[config.mk]
export PLATFORM = sky130hd
export DESIGN_NAME = hazard_controller_flat
export DESIGN_NICKNAME = d
export VERILOG_FILES = /design/src/rtl/hazard_pkg.sv /design/src/rtl/hazard_controller_if.sv /design/src/rtl/hazard_controller_load_use_detect.sv /design/src/rtl/hazard_controller.sv /design/src/flat_wrapper.sv
export SDC_FILE = /design/constraint.sdc
export NUM_CORES = 1
export LEC_CHECK = 0
export CAP_MARGIN = 0
export CORE_MARGIN = 2
export CORE_UTILIZATION = 32
export CTS_CLUSTER_SIZE = 24
export DETAILED_ROUTE_END_ITERATION = 10
export PLACE_DENSITY = 0.85
export SYNTH_ARGS = -nofsm -noshare
export SYNTH_HDL_FRONTEND = slang
export SYNTH_SLANG_ARGS = --single-unit
[constraint.sdc]
create_clock -name clk -period 3.3 [get_ports clk]
set_input_delay 0.825 -clock clk [delete_from_list [all_inputs] [get_ports clk]]
set_output_delay 0.825 -clock clk [all_outputs]
set_load 0.02 [all_outputs]
[src/rtl/hazard_pkg.sv]
// Shared types and constants for the pipeline hazard controller.
// Optional feature macro: HAZARD_PERF_COUNTERS_EN (stall/flush performance counters).
package hazard_pkg;

    typedef enum logic [1:0] {
        ST_RUN    = 2'd0,
        ST_DRAIN  = 2'd1,
        ST_HALTED = 2'd2
    } state_e;

    localparam int unsigned DRAIN_CYCLES = 3;
    localparam int unsigned DRAIN_W      = 2;
    localparam int unsigned REG_W        = 5;
    localparam int unsigned PERF_W       = 32;

endpackage

[src/rtl/hazard_controller_if.sv]
// Pipeline <-> hazard controller bundle: ID/EX hazard inputs and pipeline-register controls.
interface hazard_controller_if;
    import hazard_pkg::*;

    logic [REG_W-1:0]  IF_ID_rs1;
    logic [REG_W-1:0]  IF_ID_rs2;
    logic              IF_ID_use_rs1;
    logic              IF_ID_use_rs2;
    logic [REG_W-1:0]  ID_EX_rd;
    logic              ID_EX_mem_read;
    logic              IF_ID_is_halt;
    logic              ex_redirect;
    logic              dmem_busy;

    logic              pc_write;
    logic              IF_ID_write;
    logic              IF_ID_flush;
    logic              ID_EX_flush;
    logic              halted;
    logic [PERF_W-1:0] stall_cycles;
    logic [PERF_W-1:0] flush_events;

    // Pipeline side: presents hazard information, consumes controls
    modport master (
        output IF_ID_rs1, IF_ID_rs2, IF_ID_use_rs1, IF_ID_use_rs2,
        output ID_EX_rd, ID_EX_mem_read, IF_ID_is_halt, ex_redirect, dmem_busy,
        input  pc_write, IF_ID_write, IF_ID_flush, ID_EX_flush, halted,
        input  stall_cycles, flush_events
    );

    // Controller side
    modport slave (
        input  IF_ID_rs1, IF_ID_rs2, IF_ID_use_rs1, IF_ID_use_rs2,
        input  ID_EX_rd, ID_EX_mem_read, IF_ID_is_halt, ex_redirect, dmem_busy,
        output pc_write, IF_ID_write, IF_ID_flush, ID_EX_flush, halted,
        output stall_cycles, flush_events
    );

endinterface

[src/rtl/hazard_controller_load_use_detect.sv]
// Combinational load-use hazard detection between the ID and EX instructions.
module load_use_detect
    import hazard_pkg::*;
(
    input  logic [REG_W-1:0] rs1,
    input  logic [REG_W-1:0] rs2,
    input  logic             use_rs1,
    input  logic             use_rs2,
    input  logic [REG_W-1:0] ex_rd,
    input  logic             ex_mem_read,
    output logic             hazard_c
);

    // x0 is never a real dependency, so a load targeting it cannot stall
    always_comb begin
        hazard_c = ex_mem_read && (ex_rd != '0) &&
                   ((use_rs1 && (rs1 == ex_rd)) || (use_rs2 && (rs2 == ex_rd)));
    end

endmodule

[src/rtl/hazard_controller.sv]
// Pipeline hazard controller: load-use stalls, redirect flushes, memory freeze
// and halt draining. Controls are combinational from state and inputs.
// Optional feature macro: HAZARD_PERF_COUNTERS_EN enables stall/flush counters.
module hazard_controller
    import hazard_pkg::*;
(
    input  logic          clk,
    input  logic          reset,
    hazard_controller_if.slave hz
);

    localparam logic [1:0] RUN    = 2'(ST_RUN);
    localparam logic [1:0] DRAIN  = 2'(ST_DRAIN);
    localparam logic [1:0] HALTED = 2'(ST_HALTED);

    logic [1:0]         state_q, state_d;
    logic [DRAIN_W-1:0] drain_q, drain_d;
    logic               load_use_c;
    logic               stall_evt_c;
    logic               flush_evt_c;
    logic               pc_write_c;
    logic               if_id_write_c;
    logic               if_id_flush_c;
    logic               id_ex_flush_c;
    logic               halted_c;

    load_use_detect u_load_use (
        .rs1         (hz.IF_ID_rs1),
        .rs2         (hz.IF_ID_rs2),
        .use_rs1     (hz.IF_ID_use_rs1),
        .use_rs2     (hz.IF_ID_use_rs2),
        .ex_rd       (hz.ID_EX_rd),
        .ex_mem_read (hz.ID_EX_mem_read),
        .hazard_c    (load_use_c)
    );

    // State and drain counter registers
    always_ff @(posedge clk) begin
        if (!reset) begin
            state_q <= RUN;
            drain_q <= '0;
        end else begin
            state_q <= state_d;
            drain_q <= drain_d;
        end
    end

    // Next state and controls; reset forces the idle RUN controls
    always_comb begin
        state_d       = state_q;
        drain_d       = drain_q;
        pc_write_c    = 1'b1;
        if_id_write_c = 1'b1;
        if_id_flush_c = 1'b0;
        id_ex_flush_c = 1'b0;
        halted_c      = 1'b0;
        stall_evt_c   = 1'b0;
        flush_evt_c   = 1'b0;
        if (reset) begin
            case (state_q)
                RUN: begin
                    if (hz.dmem_busy) begin
                        pc_write_c    = 1'b0;
                        if_id_write_c = 1'b0;
                        stall_evt_c   = 1'b1;
                    end else if (hz.ex_redirect) begin
                        // ID holds a wrong-path instruction: its hazards are irrelevant
                        if_id_flush_c = 1'b1;
                        id_ex_flush_c = 1'b1;
                        flush_evt_c   = 1'b1;
                    end else if (load_use_c) begin
                        // A stalled halt is re-detected once its operand arrives
                        pc_write_c    = 1'b0;
                        if_id_write_c = 1'b0;
                        id_ex_flush_c = 1'b1;
                        stall_evt_c   = 1'b1;
                    end else if (hz.IF_ID_is_halt) begin
                        state_d       = DRAIN;
                        drain_d       = DRAIN_W'(DRAIN_CYCLES);
                        pc_write_c    = 1'b0;
                        if_id_flush_c = 1'b1;
                    end
                end
                DRAIN: begin
                    pc_write_c    = 1'b0;
                    if_id_write_c = 1'b0;
                    if (hz.dmem_busy) begin
                        stall_evt_c = 1'b1;
                    end else begin
                        if_id_flush_c = 1'b1;
                        id_ex_flush_c = 1'b1;
                        drain_d       = drain_q - DRAIN_W'(1);
                        if (drain_q == DRAIN_W'(1)) begin
                            state_d = HALTED;
                        end
                    end
                end
                HALTED: begin
                    pc_write_c    = 1'b0;
                    if_id_write_c = 1'b0;
                    halted_c      = 1'b1;
                end
                default: begin
                    state_d = RUN;
                    drain_d = '0;
                end
            endcase
        end
    end

    assign hz.pc_write    = pc_write_c;
    assign hz.IF_ID_write = if_id_write_c;
    assign hz.IF_ID_flush = if_id_flush_c;
    assign hz.ID_EX_flush = id_ex_flush_c;
    assign hz.halted      = halted_c;

`ifdef HAZARD_PERF_COUNTERS_EN
    logic [PERF_W-1:0] stall_q;
    logic [PERF_W-1:0] flush_q;

    // Free-running performance counters, wrapping naturally
    always_ff @(posedge clk) begin
        if (!reset) begin
            stall_q <= '0;
            flush_q <= '0;
        end else begin
            if (stall_evt_c) stall_q <= stall_q + PERF_W'(1);
            if (flush_evt_c) flush_q <= flush_q + PERF_W'(1);
        end
    end

    assign hz.stall_cycles = stall_q;
    assign hz.flush_events = flush_q;
`else
    logic unused_evt_c;
    assign unused_evt_c    = stall_evt_c ^ flush_evt_c;
    assign hz.stall_cycles = '0;
    assign hz.flush_events = '0;
`endif

endmodule

[src/flat_wrapper.sv]
// flat-port wrapper written by rule: the top's interface ports become plain ports
module hazard_controller_flat import hazard_pkg::*;
  (clk, reset, hz_IF_ID_rs1, hz_IF_ID_rs2, hz_IF_ID_use_rs1, hz_IF_ID_use_rs2, hz_ID_EX_rd, hz_ID_EX_mem_read, hz_IF_ID_is_halt, hz_ex_redirect, hz_dmem_busy, hz_pc_write, hz_IF_ID_write, hz_IF_ID_flush, hz_ID_EX_flush, hz_halted, hz_stall_cycles, hz_flush_events);
  hazard_controller_if hz_i ();
  input  logic clk;
  input  logic reset;
  input wire logic [$bits(hz_i.IF_ID_rs1)-1:0] hz_IF_ID_rs1;
  input wire logic [$bits(hz_i.IF_ID_rs2)-1:0] hz_IF_ID_rs2;
  input wire logic [$bits(hz_i.IF_ID_use_rs1)-1:0] hz_IF_ID_use_rs1;
  input wire logic [$bits(hz_i.IF_ID_use_rs2)-1:0] hz_IF_ID_use_rs2;
  input wire logic [$bits(hz_i.ID_EX_rd)-1:0] hz_ID_EX_rd;
  input wire logic [$bits(hz_i.ID_EX_mem_read)-1:0] hz_ID_EX_mem_read;
  input wire logic [$bits(hz_i.IF_ID_is_halt)-1:0] hz_IF_ID_is_halt;
  input wire logic [$bits(hz_i.ex_redirect)-1:0] hz_ex_redirect;
  input wire logic [$bits(hz_i.dmem_busy)-1:0] hz_dmem_busy;
  output wire logic [$bits(hz_i.pc_write)-1:0] hz_pc_write;
  output wire logic [$bits(hz_i.IF_ID_write)-1:0] hz_IF_ID_write;
  output wire logic [$bits(hz_i.IF_ID_flush)-1:0] hz_IF_ID_flush;
  output wire logic [$bits(hz_i.ID_EX_flush)-1:0] hz_ID_EX_flush;
  output wire logic [$bits(hz_i.halted)-1:0] hz_halted;
  output wire logic [$bits(hz_i.stall_cycles)-1:0] hz_stall_cycles;
  output wire logic [$bits(hz_i.flush_events)-1:0] hz_flush_events;
  assign hz_i.IF_ID_rs1 = hz_IF_ID_rs1;
  assign hz_i.IF_ID_rs2 = hz_IF_ID_rs2;
  assign hz_i.IF_ID_use_rs1 = hz_IF_ID_use_rs1;
  assign hz_i.IF_ID_use_rs2 = hz_IF_ID_use_rs2;
  assign hz_i.ID_EX_rd = hz_ID_EX_rd;
  assign hz_i.ID_EX_mem_read = hz_ID_EX_mem_read;
  assign hz_i.IF_ID_is_halt = hz_IF_ID_is_halt;
  assign hz_i.ex_redirect = hz_ex_redirect;
  assign hz_i.dmem_busy = hz_dmem_busy;
  assign hz_pc_write = hz_i.pc_write;
  assign hz_IF_ID_write = hz_i.IF_ID_write;
  assign hz_IF_ID_flush = hz_i.IF_ID_flush;
  assign hz_ID_EX_flush = hz_i.ID_EX_flush;
  assign hz_halted = hz_i.halted;
  assign hz_stall_cycles = hz_i.stall_cycles;
  assign hz_flush_events = hz_i.flush_events;
  hazard_controller u_core (.clk(clk), .reset(reset), .hz(hz_i));
endmodule
==> results.ini, run 1 <==
[logic_synthesis]
synth_top_family_by_area = buffers and inverters
synth-compound-area-share = 0.180
synthCells = 142
synth_top_area_share = 0.448
async_flop_share = 0
synth_cell_type_count = 36
synthAdderAreaFrac = 0.0467
synth.yosys.seq_area_share = 0.0747
synth-edff-count = 0
ys_ff_latch = 4
synth_mux_area_frac = 0.00933
yosys.area_share.simple = 0.110
yosys_most_used_dff = dfxtp_1
syn_avg_cell_area_sq_um = 7.55
post_synth_main_area_contributors = buf_4 45%, xnor2_1 8.2%, dfxtp_1 7.5%, ha_1 4.7%, a21oi_1 3.3%
yosysWarningCount = 0
synthesis.area_sq_um = 1070
yosysTopAreaCell = buf_4
synth_xor_area_frac = 0.0817

[finish]
diodes = 0
drive_gt1_frac = 0.184
fin_cells = 236
post-route-util = 0.402
fin_area_sq_um = 1320
areaGrowthSynthToFinish_pct = 23.0
final_common_cell = conb_1
final_nets = 219
final_cell_mix = 64 x conb_1, 23 x buf_4, 19 x clkdlybuf4s50_1, 10 x xnor2_1, 7 x a21oi_1

[worst_setup_path]
crit_required_ns = 2.47
arrival_ns = 2.40
reg2reg_from = u_core.state_q[0]$_SDFFE_PN0P_
slowest_stage = or4_4
path_cells = dlygate4sd2_1 > or4_4 > o21ai_2 > inv_2 > and2_4 > o31a_1 > buf_6
max_stage_delay_ns = 0.53
crit_type = in -> out
cp_num_buf_inv = 3
crit_fanout = 5
critPathTopFamily = simple AND/OR/NAND/NOR gates
worst_setup_path_start_kind = input port
critPathCaptureType = output pin
worstSetupStartpoint = hz_ID_EX_rd[2]

[die]
die_w_microns = 61.9
rows = 21
dieArea_sq_um = 3830
ioPinCount = 92
initial_utilization = 0.326
die_h_microns = 61.9
coreArea_sq_um = 3280

[detailed_routing]
viasPerCell = 3.83
drc_errors = 0
finalWirelength_microns = 1940
drtAntennaViolNets = 0
vias = 903
wl_per_cell_microns = 8.20
drt_iter0_markers = 30
dr.pass1.iters = 4

[timing]
whs_ns = 0.498
setup_viol = 0
hold_violations = 0
max_freq_mhz = 311
layout_setup_ws_ns = 0.0798
rsz0062_at_grt = no
period_needed_ns = 3.22
post-route-period-util = 0.976
fin_tns_setup_ns = 0
report.final.slew_viol_count = 0
finClkSkew_ns = 0.00111

[placement]
place.gp.congestion = 0.831
io_buffer_count = 27
dp_hpwl_microns = 1600
dpl.cell_count = 222
preCtsSetupSlack_ns = -0.494
post_dp_cell_area_sq_um = 1220

[cts]
cts-buffers-inserted = 3
cts.sinks = 4
cts_root_buf = clkbuf_4
path_clk_slew_ns = 0.04
cts_tree = yes
htreeDepth = 1
clockBufferDepth = 2
clk_latency_ns = 0.24

[global_routing]
grt_max_degree = 11
grt_pass1_vias = 751
grt_pass1_wl_microns = 2910
antenna_found_initial = 0
grt_overflow = 0
grt.total_usage = 0.101

[power_and_ir_drop]
irDropWorstVdd_uv = 78.9
p_per_area_nw_per_um2 = 259
p_total_mw = 0.342
p_leak_nw = 0.638

[worst_hold_path]
min-delay-start = u_core.drain_q[1]$_SDFFE_PN0P_
hold_path_class = reg -> reg

[run_status]
outcome = completed

[flow_run]
max_cap_violations = 0

final timing paths:
path | endpoint | slack [ns] | depth (start not counted)
setup / recovery | hz_ID_EX_flush | 0.08 | 7
hold / removal | u_core.drain_q[1]$_SDFFE_PN0P_ | 0.50 | 2
setup reg to reg | u_core.state_q[1]$_SDFFE_PN0P_ | 1.19 | 8
hold reg to reg | u_core.drain_q[1]$_SDFFE_PN0P_ | 0.50 | 2
layout make-up:
| class | instances | area [sq um] |
|---|---|---|
| repair buffers | 50 | 430 |
| flip-flops and latches | 4 | 80.1 |
| fillers | 352 | 1970 |
| clock buffers | 3 | 22.5 |
| well taps | 46 | 57.6 |
| inverters | 7 | 26.3 |
| multi-input cells | 126 | 702 |
cells in the mapped netlist, types with 3 or more instances:
library cell  instances
nor2_1                3
buf_4                64
ha_1                  4
dfxtp_1               4
nand2b_1              3
xnor2_1              10
nand2_1               6
a211oi_1              3
a21oi_1               7
inv_1                 6
registers in the layout (all words and copies together), names as in the netlist:
name / cells
u_core.drain_q: 2
u_core.state_q: 2
timing repair:
action                                  in CTS  in global routing
hold buffers                                 0                  0
endpoints found under the setup margin       4                  0
resized for setup                           24                  0
buffers inserted                            11                  0
metal layers:
layer  up-vias  wire, microns  GRT usage
li1        442              -          -
met1       397            692      0.105
met2        62           1030      0.200
met3         2            203    0.00828
met4         0             11     0.0456
met5         -              0          0
power breakdown:
| part | switching (mW) | internal, mW | total, mW | leakage, nW |
|---|---|---|---|---|
| sequential | 0.00325 | 0.0540 | 0.0573 | 0.0327 |
| clock | 0.0199 | 0.0407 | 0.0606 | 0.0138 |
| combinational | 0.138 | 0.0858 | 0.224 | 0.591 |
| total | 0.161 | 0.180 | 0.342 | 0.638 |
cell families (layout without fill, tap and decap cells):
family                     count (synthesis)  after routing
AOI/OAI and AO/OA                         25             25
xor gates and xnor gates                  10             10
adders and majority gates                  4              4
buffers and inverters                     75             60
DFF                                        4              4
muxes                                      1              1
other                                      1             64
and+or+nand+nor                           22             22
worst min-delay path: stages (launching register included):
cell and delay (ns):
dfxtp_1 0.30, inv_1 0.07, a311oi_1 0.08
Power figures use the tool's default switching activity.
==> run 2, diff against run 1 <==
- SKIP_LAST_GASP: unset -> 1
==> results of run 2 <==
Same layout as run 1: the final DEF is identical, and so are final timing and power.
==> run 3, diff against run 2 <==
- clock period: 3.3 -> 3.7 ns (I/O delays scaled with it)
==> run 3 against run 2 <==
Compared with the run above:
- setup slack better by 0.035 ns
- hold slack about the same
- final cell count down 5.9%
- critical endpoint unchanged
- largest cell class unchanged
- largest power group unchanged
==> results.ini, run 3 (synthesis results as in run 1) <==
[run_status]
outcome = completed  ; unchanged

[cts]
post_cts_buffers = 0  ; was 11
clk_latency_ns = 0.23  ; was 0.24 ns
clockBufferDepth = 2  ; unchanged
cts_tree = yes  ; unchanged
cts_hold_buf = 0  ; unchanged
cts.sinks = 4  ; unchanged
cts-buffers-inserted = 3  ; unchanged
cts_root_buf = clkbuf_4  ; unchanged
htreeDepth = 1  ; unchanged
path_clk_slew_ns = 0.04  ; about the same

[worst_setup_path]
rrSetupSlack_ns = 1.58  ; was 1.19 ns
reg2reg_from = u_core.state_q[0]$_SDFFE_PN0P_  ; unchanged
crit_fanout = 5  ; unchanged
crit_required_ns = 2.77  ; was 2.47 ns
worst_setup_path_start_kind = input port  ; unchanged
crit_type = in -> out  ; unchanged
r2r_end = u_core.state_q[1]$_SDFFE_PN0P_  ; unchanged
arrival_ns = 2.66  ; was 2.40 ns
reg2reg_depth = 7  ; was 8
critPathCaptureType = output pin  ; unchanged

[timing]
slew_headroom = 0.631
max_freq_mhz = 279
tightest_slew_ns = 0.554
hold_violations = 0  ; unchanged
period_needed_ns = 3.58
finClkSkew_ns = 0.000925  ; was 0.00111 ns
report.final.slew_viol_count = 0  ; unchanged
rsz0062_at_grt = no  ; unchanged
setup_viol = 0  ; unchanged
post-route-period-util = 0.969
fin_tns_setup_ns = 0  ; unchanged

[die]
ioPinCount = 92  ; unchanged
die_w_microns = 61.9  ; unchanged
rows = 21  ; unchanged
dieArea_sq_um = 3830  ; unchanged
die_h_microns = 61.9  ; unchanged
coreArea_sq_um = 3280  ; unchanged
initial_utilization = 0.326  ; unchanged

[finish]
post-route-util = 0.367  ; was 0.402
drive_gt1_frac = 0.119  ; was 0.184
final_common_cell = conb_1  ; unchanged
fin_area_sq_um = 1210  ; was 1320 sq um
final_nets = 205  ; was 219
reg_top3 = u_core.drain_q: 2 flops, u_core.state_q: 2 flops  ; unchanged
diodes = 0  ; unchanged
fin_cells = 222  ; was 236
areaGrowthSynthToFinish_pct = 12.5  ; was 23.0%
final_cell_mix = 64 x conb_1, 23 x clkdlybuf4s50_1, 10 x xnor2_1, 9 x buf_4, 7 x a21oi_1  ; was 64 x conb_1, 23 x buf_4, 19 x clkdlybuf4s50_1, 10 x xnor2_1, 7 x a21oi_1

[global_routing]
grt.total_usage = 0.0960  ; was 0.101
grt_overflow = 0  ; unchanged
grt_max_degree = 18  ; was 11
grt_pass1_wl_microns = 2770  ; was 2910 microns
grt_pass1_vias = 700  ; was 751
antenna_found_initial = 0  ; unchanged

[placement]
post_dp_cell_area_sq_um = 1200  ; was 1220 sq um
dpl.cell_count = 219  ; was 222
dp_hpwl_microns = 1570  ; was 1600 microns
place.gp.congestion = 0.765  ; was 0.831
io_buffer_count = 27  ; unchanged

[detailed_routing]
drtAntennaViolNets = 0  ; unchanged
wl_per_cell_microns = 8.17  ; was 8.20 microns
dr.pass1.iters = 4  ; unchanged
vias = 841  ; was 903
viasPerCell = 3.79  ; was 3.83
drt_iter0_markers = 42  ; was 30
finalWirelength_microns = 1810  ; was 1940 microns
drc_errors = 0  ; unchanged

[power_and_ir_drop]
netSwitchingPower_mw = 0.140  ; was 0.161 mW
seq_power_share = 0.177  ; was 0.167
irDropWorstVdd_uv = 77.9  ; was 78.9 uV
clkPwrFrac = 0.183  ; was 0.177
p_leak_nw = 0.563  ; was 0.638 nW
power.share.switching = 0.484  ; was 0.472
p_per_area_nw_per_um2 = 240  ; was 259 nW/um^2
p_total_mw = 0.289  ; was 0.342 mW
comb_power_share = 0.640  ; was 0.655
power.internal_mw = 0.149  ; was 0.180 mW

[worst_hold_path]
min-delay-start = u_core.drain_q[1]$_SDFFE_PN0P_  ; unchanged
hold_depth = 2  ; unchanged
hold_path_class = reg -> reg  ; unchanged
min_to = u_core.drain_q[1]$_SDFFE_PN0P_  ; unchanged

[flow_run]
max_cap_violations = 0  ; unchanged

[run 3: cell type report]
class                           instances  area [sq um]
Fill cell                             361          2080
Multi-Input combinational cell        126           702
Timing Repair Buffer                   36           318
Sequential cell                         4          80.1
Tap cell                               46          57.6
Inverter                                7          26.3
Clock buffer                            3          22.5
[run 3: repair_timing]
| action | in CTS | in global routing |
|---|---|---|
| resized for setup | 4 | 11 |
| endpoints found under the setup margin | 4 | 4 |
| pin swaps | 0 | 0 |
[run 3: through the flow]
step	hold WS [ns]	worst slack, ns
final	0.498	0.115
after global routing	0.536	0.0593
after CTS	0.501	-0.0523
after detailed placement	0.495	-0.268
after global placement	0.484	-0.235
after floorplan	0.463	0.384
[run 3: worst max path at each step]
| stage | cells past startpoint | startpoint | endpoint |
|---|---|---|---|
| floorplan | 6 | hz_ID_EX_rd[1] | hz_pc_write |
| global placement | 7 | hz_ID_EX_rd[1] | hz_pc_write |
| detailed placement | 7 | hz_ID_EX_rd[1] | hz_ID_EX_flush |
| CTS | 7 | hz_ID_EX_rd[1] | hz_ID_EX_flush |
| global route | 7 | hz_ID_EX_rd[1] | hz_ID_EX_flush |
| finish | 7 | hz_ID_EX_rd[1] | hz_ID_EX_flush |
[run 3: critical path: stages]
cell and delay [ns]:
clkdlybuf4s50_1 0.43, or4_4 0.55, o21ai_2 0.15, inv_2 0.05, and2_4 0.15, o31a_1 0.24, clkbuf_2 0.16
[run 3: power groups by stage]
stage | Sequential [mW] | Clock, mW | Combinational [mW]
6_report | 0.0511 | 0.0528 | 0.185
5_1_grt | 0.0519 | 0.0597 | 0.205
4_1_cts | 0.0512 | 0.0547 | 0.185
3_5_place_dp | 0.0518 | 0 | 0.188
3_3_place_gp | 0.0516 | 0 | 0.185
2_1_floorplan | 0.0510 | 0 | 0.185
[run 3: layer usage]
layer / up-vias / part of all wire / global-route usage
met5: - / 0 / 0
met4: 0 / 0.0055 / 0.0456
met3: 2 / 0.11 / 0.0166
met2: 58 / 0.51 / 0.174
met1: 366 / 0.38 / 0.108
li1: 415 / - / -
